**src/rtl/prng_mask_reader_if.sv**
```systemverilog
// Mask-stream bundle: PRNG sample input, masked-datapath handshake and status.
interface prng_mask_reader_if #(
    parameter int unsigned DEPTH = 4
);
    localparam int unsigned FW = $clog2(DEPTH) + 1;

    logic [31:0]   rng_in;
    logic          rng_valid;
    logic [31:0]   mask_data;
    logic          mask_valid;
    logic          mask_ready;
    logic [FW-1:0] fill_level;
    logic          err_stuck;

    modport master (
        output rng_in, rng_valid, mask_ready,
        input  mask_data, mask_valid, fill_level, err_stuck
    );

    modport slave (
        input  rng_in, rng_valid, mask_ready,
        output mask_data, mask_valid, fill_level, err_stuck
    );
endinterface

```
**src/rtl/prng_mask_reader.sv**
```systemverilog
// PRNG mask consumer: warm-up discard, health screen (zero/repeat), show-ahead FIFO,
// sticky stuck-generator error that flushes and withholds all masks.
module prng_mask_reader #(
    parameter int unsigned DEPTH       = 4,
    parameter int unsigned DISCARD     = 1,
    parameter int unsigned STUCK_LIMIT = 2
) (
    input  logic               clk,
    input  logic               rst,
    prng_mask_reader_if.slave  bus
);
    localparam int unsigned AW = $clog2(DEPTH);
    localparam int unsigned FW = AW + 1;
    localparam int unsigned DW = ($clog2(DISCARD + 1) > 0) ? $clog2(DISCARD + 1) : 1;
    localparam int unsigned BW = 4;

    logic [31:0]   mem [DEPTH];
    logic [AW-1:0] wr_ptr;
    logic [AW-1:0] rd_ptr;
    logic [FW-1:0] count;
    logic [DW-1:0] disc_cnt;
    logic [BW-1:0] bad_cnt;
    logic [31:0]   prev_word;
    logic          err_stuck;

    logic sample_c;
    logic in_discard_c;
    logic health_c;
    logic bad_word_c;
    logic trip_c;
    logic full_c;
    logic wr_c;
    logic rd_c;
    logic valid_c;

    // Sampling and FIFO control decisions for this cycle
    always_comb begin
        sample_c     = bus.rng_valid && !err_stuck;
        in_discard_c = (disc_cnt != '0);
        health_c     = sample_c && !in_discard_c;
        bad_word_c   = (bus.rng_in == 32'h0) || (bus.rng_in == prev_word);
        trip_c       = health_c && bad_word_c && (bad_cnt == BW'(STUCK_LIMIT - 1));
        full_c       = (count == FW'(DEPTH));
        // A full FIFO refuses writes even when a read frees a slot this cycle
        wr_c         = health_c && !bad_word_c && !full_c;
        valid_c      = (count != '0) && !err_stuck;
        rd_c         = valid_c && bus.mask_ready;
    end

    always_ff @(posedge clk) begin
        if (rst) begin
            wr_ptr    <= '0;
            rd_ptr    <= '0;
            count     <= '0;
            disc_cnt  <= DW'(DISCARD);
            bad_cnt   <= '0;
            prev_word <= '0;
            err_stuck <= 1'b0;
            for (int unsigned i = 0; i < DEPTH; i++) begin
                mem[i] <= '0;
            end
        end else begin
            if (sample_c) begin
                if (in_discard_c) begin
                    disc_cnt <= disc_cnt - DW'(1);
                end else begin
                    prev_word <= bus.rng_in;
                    bad_cnt   <= bad_word_c ? bad_cnt + BW'(1) : '0;
                end
            end

            // Stuck trip flushes the FIFO and overrides any same-cycle read
            if (trip_c) begin
                err_stuck <= 1'b1;
                wr_ptr    <= '0;
                rd_ptr    <= '0;
                count     <= '0;
            end else begin
                if (wr_c) begin
                    mem[wr_ptr] <= bus.rng_in;
                    wr_ptr      <= wr_ptr + AW'(1);
                end
                if (rd_c) begin
                    rd_ptr <= rd_ptr + AW'(1);
                end
                if (wr_c && !rd_c) begin
                    count <= count + FW'(1);
                end else if (rd_c && !wr_c) begin
                    count <= count - FW'(1);
                end
            end
        end
    end

    assign bus.mask_data  = mem[rd_ptr];
    assign bus.mask_valid = valid_c;
    assign bus.fill_level = count;
    assign bus.err_stuck  = err_stuck;

endmodule
```
**src/flat_wrapper.sv**
```systemverilog
// flat-port wrapper written by rule: the top's interface ports become plain ports
module prng_mask_reader_flat 
#(
    parameter int unsigned DEPTH       = 4,
    parameter int unsigned DISCARD     = 1,
    parameter int unsigned STUCK_LIMIT = 2
)
  (clk, rst, bus_rng_in, bus_rng_valid, bus_mask_ready, bus_mask_data, bus_mask_valid, bus_fill_level, bus_err_stuck);
  prng_mask_reader_if #(.DEPTH(DEPTH)) bus_i ();
  input  logic clk;
  input  logic rst;
  input wire logic [$bits(bus_i.rng_in)-1:0] bus_rng_in;
  input wire logic [$bits(bus_i.rng_valid)-1:0] bus_rng_valid;
  input wire logic [$bits(bus_i.mask_ready)-1:0] bus_mask_ready;
  output wire logic [$bits(bus_i.mask_data)-1:0] bus_mask_data;
  output wire logic [$bits(bus_i.mask_valid)-1:0] bus_mask_valid;
  output wire logic [$bits(bus_i.fill_level)-1:0] bus_fill_level;
  output wire logic [$bits(bus_i.err_stuck)-1:0] bus_err_stuck;
  assign bus_i.rng_in = bus_rng_in;
  assign bus_i.rng_valid = bus_rng_valid;
  assign bus_i.mask_ready = bus_mask_ready;
  assign bus_mask_data = bus_i.mask_data;
  assign bus_mask_valid = bus_i.mask_valid;
  assign bus_fill_level = bus_i.fill_level;
  assign bus_err_stuck = bus_i.err_stuck;
  prng_mask_reader #(.DEPTH(DEPTH), .DISCARD(DISCARD), .STUCK_LIMIT(STUCK_LIMIT)) u_core (.clk(clk), .rst(rst), .bus(bus_i));
endmodule
```
**config.mk**
```make
export PLATFORM = sky130hd
export DESIGN_NAME = prng_mask_reader_flat
export DESIGN_NICKNAME = d
export VERILOG_FILES = /design/src/rtl/prng_mask_reader_if.sv /design/src/rtl/prng_mask_reader.sv /design/src/flat_wrapper.sv
export SDC_FILE = /design/constraint.sdc
export NUM_CORES = 1
export LEC_CHECK = 0
export CAP_MARGIN = 30
export CORE_UTILIZATION = 30
export DETAILED_ROUTE_END_ITERATION = 8
export GPL_TIMING_DRIVEN = 0
export PLACE_DENSITY_LB_ADDON = 0.1
export SLEW_MARGIN = 20
export SYNTH_ARGS = -nofsm -noshare
export SYNTH_HDL_FRONTEND = slang
export SYNTH_SLANG_ARGS = --single-unit
```
**constraint.sdc**
```tcl
create_clock -name clk -period 4.3 [get_ports clk]
set_input_delay 0.86 -clock clk [delete_from_list [all_inputs] [get_ports clk]]
set_output_delay 0.86 -clock clk [all_outputs]
set_load 0.01 [all_outputs]
```
==> impl_metrics.csv, run 1 <==
group,metric,value,unit
run_status,status,"finished, final reports clean",
clock_tree,path_clk_slew,60,ps
floorplan,die_w,162,um
layout,antennaDiodeCount,0,
logic_synthesis,synth_top_family_by_area,"simple AND/OR/NAND/NOR gates",
power,p_int,0.00336,W
detailed_routing,wire_per_inst,19.5,um
timing,grt_setup_unrepaired,"no",
layout,num-fill-cells,2453,
logic_synthesis,synth_top_area_cell,"edfxtp_1",
clock_tree,ctsResizeCount,0,
logic_synthesis,ys_types,38,
logic_synthesis,synthMuxAreaShare,0.0950,
setup_path,cpPeakStageDelay,550,ps
timing,final-max-slew-violation-count,0,
grt,first_global_vias,5439,
setup_path,critPathKind,"in2reg",
logic_synthesis,synth-main-ff-cell,"edfxtp_1",
grt,grt_pass1_wl,31900,um
floorplan,core_area,25200,um^2
grt,globalRouteOverflowTotal,0,
power,powerDensity,476,nW/um^2
timing,finalHoldViolations,0,
clock_tree,numCtsBuffers,17,
setup_path,crit_arrival,4210,ps
placed_design,place.gp.congestion,0.803,
logic_synthesis,synth_edf_count,128,
floorplan,fp-row-count,58,
grt,grt_max_degree,33,
layout,synthToLayoutAreaGrowth,23.7,%
clock_tree,cts_hold_buffers,0,
layout,utilization,0.378,
floorplan,start_util,0.305,
power,fin_total_pwr,0.00453,W
power,peakVddDrop,0.215,mV
clock_tree,clock_sinks,175,
logic_synthesis,synth_xor_area_frac,0.0421,
detailed_routing,drt_wl_total,20600,um
min_path,hold_path_class,"reg2reg",
floorplan,dieHeight,162,um
floorplan,die-area,26300,um^2
logic_synthesis,netlist_area,7690,um^2
setup_path,crit_chain,"clkdlybuf4s50_1, xnor2_1, nand4_1, nor4_1, a21o_1, buf_6, clkbuf_1, inv_1, ha_1, inv_1, fa_1, mux2i_1, nor2_1",
placed_design,dpl.hpwl,13900,um
logic_synthesis,ys_seq_elements,175,
clock_tree,h-tree-depth,4,
clock_tree,clk-insertion-delay-late,430,ps
clock_tree,clk_path_buf_depth,2,
logic_synthesis,synth_compound_area_frac,0.0325,
min_path,hold_depth,2,
setup_path,r2r_start,"u_core.prev_word[17]",
setup_path,cpMostUsedCell,"inv_1",
min_path,min-delay-start,"u_core.prev_word[29]",
placed_design,port_buffers,72,
setup_path,crit_required,4590,ps
setup_path,cp_max_fo,10,
logic_synthesis,synth_top_area_share,0.500,
logic_synthesis,syn_area_per_cell,12.4,um^2
timing,fmax,255,MHz
logic_synthesis,synth.area.top_cells,"edfxtp_1 (50%), dfxtp_1 (12%), mux4_2 (9.4%)",
detailed_routing,drc_errors,0,
timing,fin_crit_sh,0.911,
setup_path,ff2ff_path_depth,12,
logic_synthesis,syn_nets,662,
setup_path,reg2reg_slack,1060,ps
detailed_routing,drt_pass1_iterations,4,
logic_synthesis,synthCells,622,
min_path,hold_end,"u_core.prev_word[29]",
detailed_routing,vias,5055,
setup_path,end_kind,"flop",
timing,setup_viol,0,
setup_path,cp-start-kind,"primary input",
power,power_frac_clock,0.345,
layout,nNetsFinal,758,
power,power_frac_seq,0.435,
timing,skew,12.1,ps
layout,drive_gt1_frac,0.156,
timing,slew_headroom,0.494,
grt,grt_usage,0.166,
detailed_routing,ant_nets,0,
logic_synthesis,synth-simple-area-share,0.175,
logic_synthesis,ys_seq_area_frac,0.622,
clock_tree,cts_setup_buffers,0,
timing,min_period,3920,ps
setup_path,r2r_end,"u_core.bus.fill_level[1]",
detailed_routing,dr.first_iter.drc_count,269,
timing,tightest_slew,759,ps
clock_tree,cts_tree,"yes",
logic_synthesis,ys_warn_count,0,
floorplan,io_pins,73,
power,power_switching,0.00117,W
flow_run,maxCapViolCount,0,
logic_synthesis,synthAdderAreaFrac,0.00749,
detailed_routing,vias_per_cell,4.76,
power,swShare,0.258,
power,p_leak,3.12,nW
logic_synthesis,async_flop_share,0,
grt,antenna_found_initial,0,
clock_tree,clockRootBuffer,"clkbuf_16",
setup_path,crit_slowest_cell,"clkbuf_1",
power,combPwrFrac,0.220,
-- logic make-up after synthesis --
| family | Yosys count |
|---|---|
| AND/OR/NAND/NOR | 285 |
| flip-flops | 175 |
| AO/OA/AOI/OAI | 46 |
| buffers and inverters | 42 |
| XOR/XNOR | 37 |
| multiplexers | 33 |
| adder cells (fa/ha/maj) | 4 |
-- critical path, delay by kind of cell --
kind	cells	cell delay, ps
buffers and inverters	5	1420
adders and majority gates	2	640
and+or+nand+nor	3	630
xor gates and xnor gates	1	290
AOI/OAI and AO/OA	1	230
muxes	1	140
-- synthesized netlist by cell type (7+ instances only) --
master / count
edfxtp_1: 128
nor2_1: 111
nand2_1: 70
dfxtp_1: 47
a21oi_1: 36
nand2b_1: 36
xnor2_1: 33
mux4_2: 32
nor2_2: 30
clkbuf_1: 23
nand4_1: 10
nor4_1: 10
buf_2: 7
-- layout make-up --
class	count	area, um^2	area share
Buffer	38	181	0.0191
Inverter	4	15.0	0.00158
Tap cell	330	413	0.0434
Timing Repair Buffer	77	795	0.0836
Sequential cell	175	4780	0.503
Clock inverter	10	140	0.0147
Clock buffer	22	454	0.0478
Multi-Input combinational cell	405	2730	0.287
-- state kept, by name, indices dropped and copies added, names as in the netlist, named ones only --
name and flops:
u_core.bad_cnt 4, u_core.bus.err_stuck 1, u_core.bus.fill_level 3, u_core.disc_cnt 1, u_core.mem 128, u_core.prev_word 32, u_core.rd_ptr 2, u_core.wr_ptr 2
-- how the worst max path moves through the flow --
stage	start	end	slack [ps]
floorplan	bus_rng_valid	u_core.mem[1][0]	920
global placement	bus_rng_in[17]	u_core.mem[0][27]	-800
detailed placement	bus_rng_in[17]	u_core.bus.fill_level[1]	-70
CTS	flop	bus_mask_data[18]	310
global route	bus_rng_in[17]	u_core.bus.fill_level[2]	160
finish	bus_rng_in[17]	u_core.bus.fill_level[1]	380
-- layer usage --
layer | GRT usage | routed length (um) | vias to the layer above | share of wire
met3 | 0.0291 | 786 | 17 | 0.038
met2 | 0.285 | 10200 | 110 | 0.49
met1 | 0.214 | 9380 | 2545 | 0.45
met4 | 0.0506 | 274 | 0 | 0.013
met5 | 0 | 0 | - | 0
li1 | - | - | 2383 | -
-- power by group through the flow --
stage / logic, W / clock network, W / registers [W]
after floorplan: 0.000540 / 0 / 0.00199
after global placement: 0.000980 / 0 / 0.00201
after detailed placement: 0.00101 / 0 / 0.00201
after CTS: 0.00101 / 0.00159 / 0.00197
after global routing: 0.00108 / 0.00165 / 0.00198
final: 0.000997 / 0.00156 / 0.00197
-- layout by cell type (no fill, tap or decap), types with 7 or more instances in the layout --
cell,n
edfxtp_1,128
nor2_1,111
clkdlybuf4s50_1,72
nand2_1,70
dfxtp_1,47
a21oi_1,36
xnor2_1,33
nand2b_1,33
mux4_2,32
nor2_2,30
clkbuf_1,27
clkbuf_16,17
nand4_1,10
nor4_1,10
buf_6,7
buf_2,7
-- per-stage QoR --
stage	TNS (ps)	hold WS (ps)	cells	setup WS [ps]	cell area (um^2)
6_report	0	467	1061	383	9510
5_1_grt	0	485	1061	163	9510
4_1_cts	0	468	1060	310	9500
3_5_place_dp	-128	459	1028	-72.6	8900
3_3_place_gp	-80460	455	1024	-803	8820
2_1_floorplan	0	449	622	918	7690
(Power assumes the default switching activity.)
==> run 2: changes to the inputs <==
--- a/config.mk
+++ b/config.mk
@@ -5,7 +5,7 @@
 export SDC_FILE = /design/constraint.sdc
 export NUM_CORES = 1
 export LEC_CHECK = 0
-export CAP_MARGIN = 30
+export CAP_MARGIN = 20
 export CORE_UTILIZATION = 30
 export DETAILED_ROUTE_END_ITERATION = 8
 export GPL_TIMING_DRIVEN = 0
==> run 2 against run 1 <==
  * Count of clock-buffer cells in the layout unchanged
  * Clock skew decreased by 0.92 ps
  * First-iteration DRC count rose by 4.8%
  * Via count decreased by 1.4%
  * Critical path depth down 9
  * Utilization shrank 0.13 points
  * Critical path type is now reg2out
  * Largest power group unchanged
  * Highest routed layer unchanged
==> impl_metrics.csv, run 2 (synthesis gave the netlist of run 1 again) <==
group,metric,value,unit
clock_tree,path_clk_slew,60,ps
layout,final_common_cell,"edfxtp_1",
setup_path,critical_path_buf_inv_count,3,
grt,grt_max_degree,33,
timing,skew,11.2,ps
floorplan,fp-row-count,58,
timing,holdWs,468,ps
power,peakVddDrop,0.196,mV
detailed_routing,vias_per_cell,4.71,
layout,synthToLayoutAreaGrowth,23.2,%
layout,layout_common_cells,"edfxtp_1 (128), nor2_1 (111), clkdlybuf4s50_1 (72), nand2_1 (70), dfxtp_1 (47)",
timing,fin_crit_sh,0.915,
power,p_leak,3.10,nW
setup_path,cpPeakStageDelay,760,ps
clock_tree,clock_sinks,175,
clock_tree,clk-insertion-delay-late,420,ps
layout,num-fill-cells,2428,
detailed_routing,drt_pass1_iterations,4,
grt,globalRouteOverflowTotal,0,
clock_tree,cts_hold_buffers,0,
floorplan,core_area,25200,um^2
setup_path,cp_max_fo,10,
timing,setup_viol,0,
timing,min_period,3940,ps
setup_path,crit_required,3440,ps
timing,fmax,254,MHz
timing,slew_headroom,0.371,
detailed_routing,vias,4985,
min_path,hold_path_class,"reg2reg",
layout,design_area,9480,um^2
placed_design,port_buffers,72,
placed_design,dpl.hpwl,13800,um
layout,top_register,"u_core.mem",
flow_run,maxCapViolCount,0,
layout,nNetsFinal,755,
clock_tree,clockRootBuffer,"clkbuf_16",
detailed_routing,dr.first_iter.drc_count,282,
detailed_routing,ant_nets,0,
grt,antenna_found_initial,0,
clock_tree,cts_tree,"yes",
grt,grt_pass1_wl,31800,um
timing,grt_setup_unrepaired,"no",
detailed_routing,wire_per_inst,19.4,um
setup_path,crit_slowest_cell,"buf_1",
setup_path,end_kind,"primary output",
layout,largest_register_ffs,128,
floorplan,die-area,26300,um^2
grt,grt_usage,0.167,
setup_path,crit_arrival,3080,ps
placed_design,place.gp.congestion,0.803,
floorplan,die_w,162,um
floorplan,start_util,0.305,
power,powerDensity,475,nW/um^2
layout,drive_gt1_frac,0.152,
floorplan,dieHeight,162,um
grt,first_global_vias,5463,
layout,reg_top3,"u_core.mem x128, u_core.prev_word x32, u_core.bad_cnt x4",
placed_design,place_area,8880,um^2
clock_tree,clk_path_buf_depth,2,
layout,antennaDiodeCount,0,
clock_tree,cts_setup_buffers,0,
clock_tree,ctsResizeCount,0,
setup_path,critPathKind,"reg2out",
clock_tree,numCtsBuffers,17,
setup_path,critical_path.top_delay_family,"buffers and inverters",
setup_path,cp-start-kind,"flop",
setup_path,crit_chain,"clkbuf_1, buf_1, mux4_2, clkdlybuf4s50_1",
timing,finalHoldViolations,0,
run_status,status,"finished, final reports clean",
clock_tree,h-tree-depth,4,
detailed_routing,drc_errors,0,
timing,final-max-slew-violation-count,0,
floorplan,io_pins,73,
detailed_routing,drt_wl_total,20500,um
timing,tightest_slew,944,ps
==> run 2: changes by cell type in the layout (fill, tap and decap cells not counted) <==
cell,before,now
buf_6,7,4
==> run 2: worst register-to-register path: cells and delay by family (launching register included) <==
kind | cells | cell delay (ps)
and+or+nand+nor | 3 | 610
buffers and inverters | 4 | 880
adders and majority gates | 2 | 650
muxes | 1 | 130
xor gates and xnor gates | 1 | 260
AOI/OAI and AO/OA | 1 | 220
DFF | 1 | 320
==> run 2: per-layer routing <==
metal	vias to the layer above	part of all wire	track usage
li1	2375	-	-
met2	105	0.50	0.288
met1	2492	0.45	0.211
met5	-	0	0
met3	13	0.032	0.0327
met4	0	0.012	0.0515
==> run 2: final cells by class <==
type,instances,area (um^2),area share
clock inverter,10,140,0.0148
clock buffer,22,454,0.0479
buffer,38,181,0.0191
sequential,175,4780,0.505
inverter,4,15.0,0.00158
timing repair buffer,74,761,0.0803
multi-input combinational,405,2730,0.288
tap,330,413,0.0436
==> run 2: final timing paths <==
kind	start	to	slack (ps)	depth (start not counted)
setup / recovery	flop	bus_mask_data[27]	360	4
hold reg to reg	u_core.prev_word[29]	u_core.prev_word[29]	470	2
setup reg to reg	u_core.prev_word[17]	u_core.bus.fill_level[1]	1100	12
hold / removal	u_core.prev_word[29]	u_core.prev_word[29]	470	2
==> run 2: per-stage QoR <==
| step | worst slack (ps) | utilization | instances | power [W] | TNS, ps |
|---|---|---|---|---|---|
| after global placement | -803 | 0.350 | 1024 | 0.00299 | -80460 |
| after detailed placement | -70.0 | 0.353 | 1026 | 0.00300 | -123 |
| final | 364 | 0.376 | 1058 | 0.00450 | 0 |
| after CTS | 265 | 0.376 | 1058 | 0.00456 | 0 |
| after global routing | 157 | 0.376 | 1058 | 0.00469 | 0 |
| after floorplan | 918 | - | 622 | 0.00253 | 0 |
==> run 2: power by group <==
group          total, W  switching, W  internal [W]
registers       0.00197     0.0000546       0.00192
clock network   0.00156      0.000632      0.000930
logic          0.000964      0.000472      0.000492
total           0.00450       0.00116       0.00334
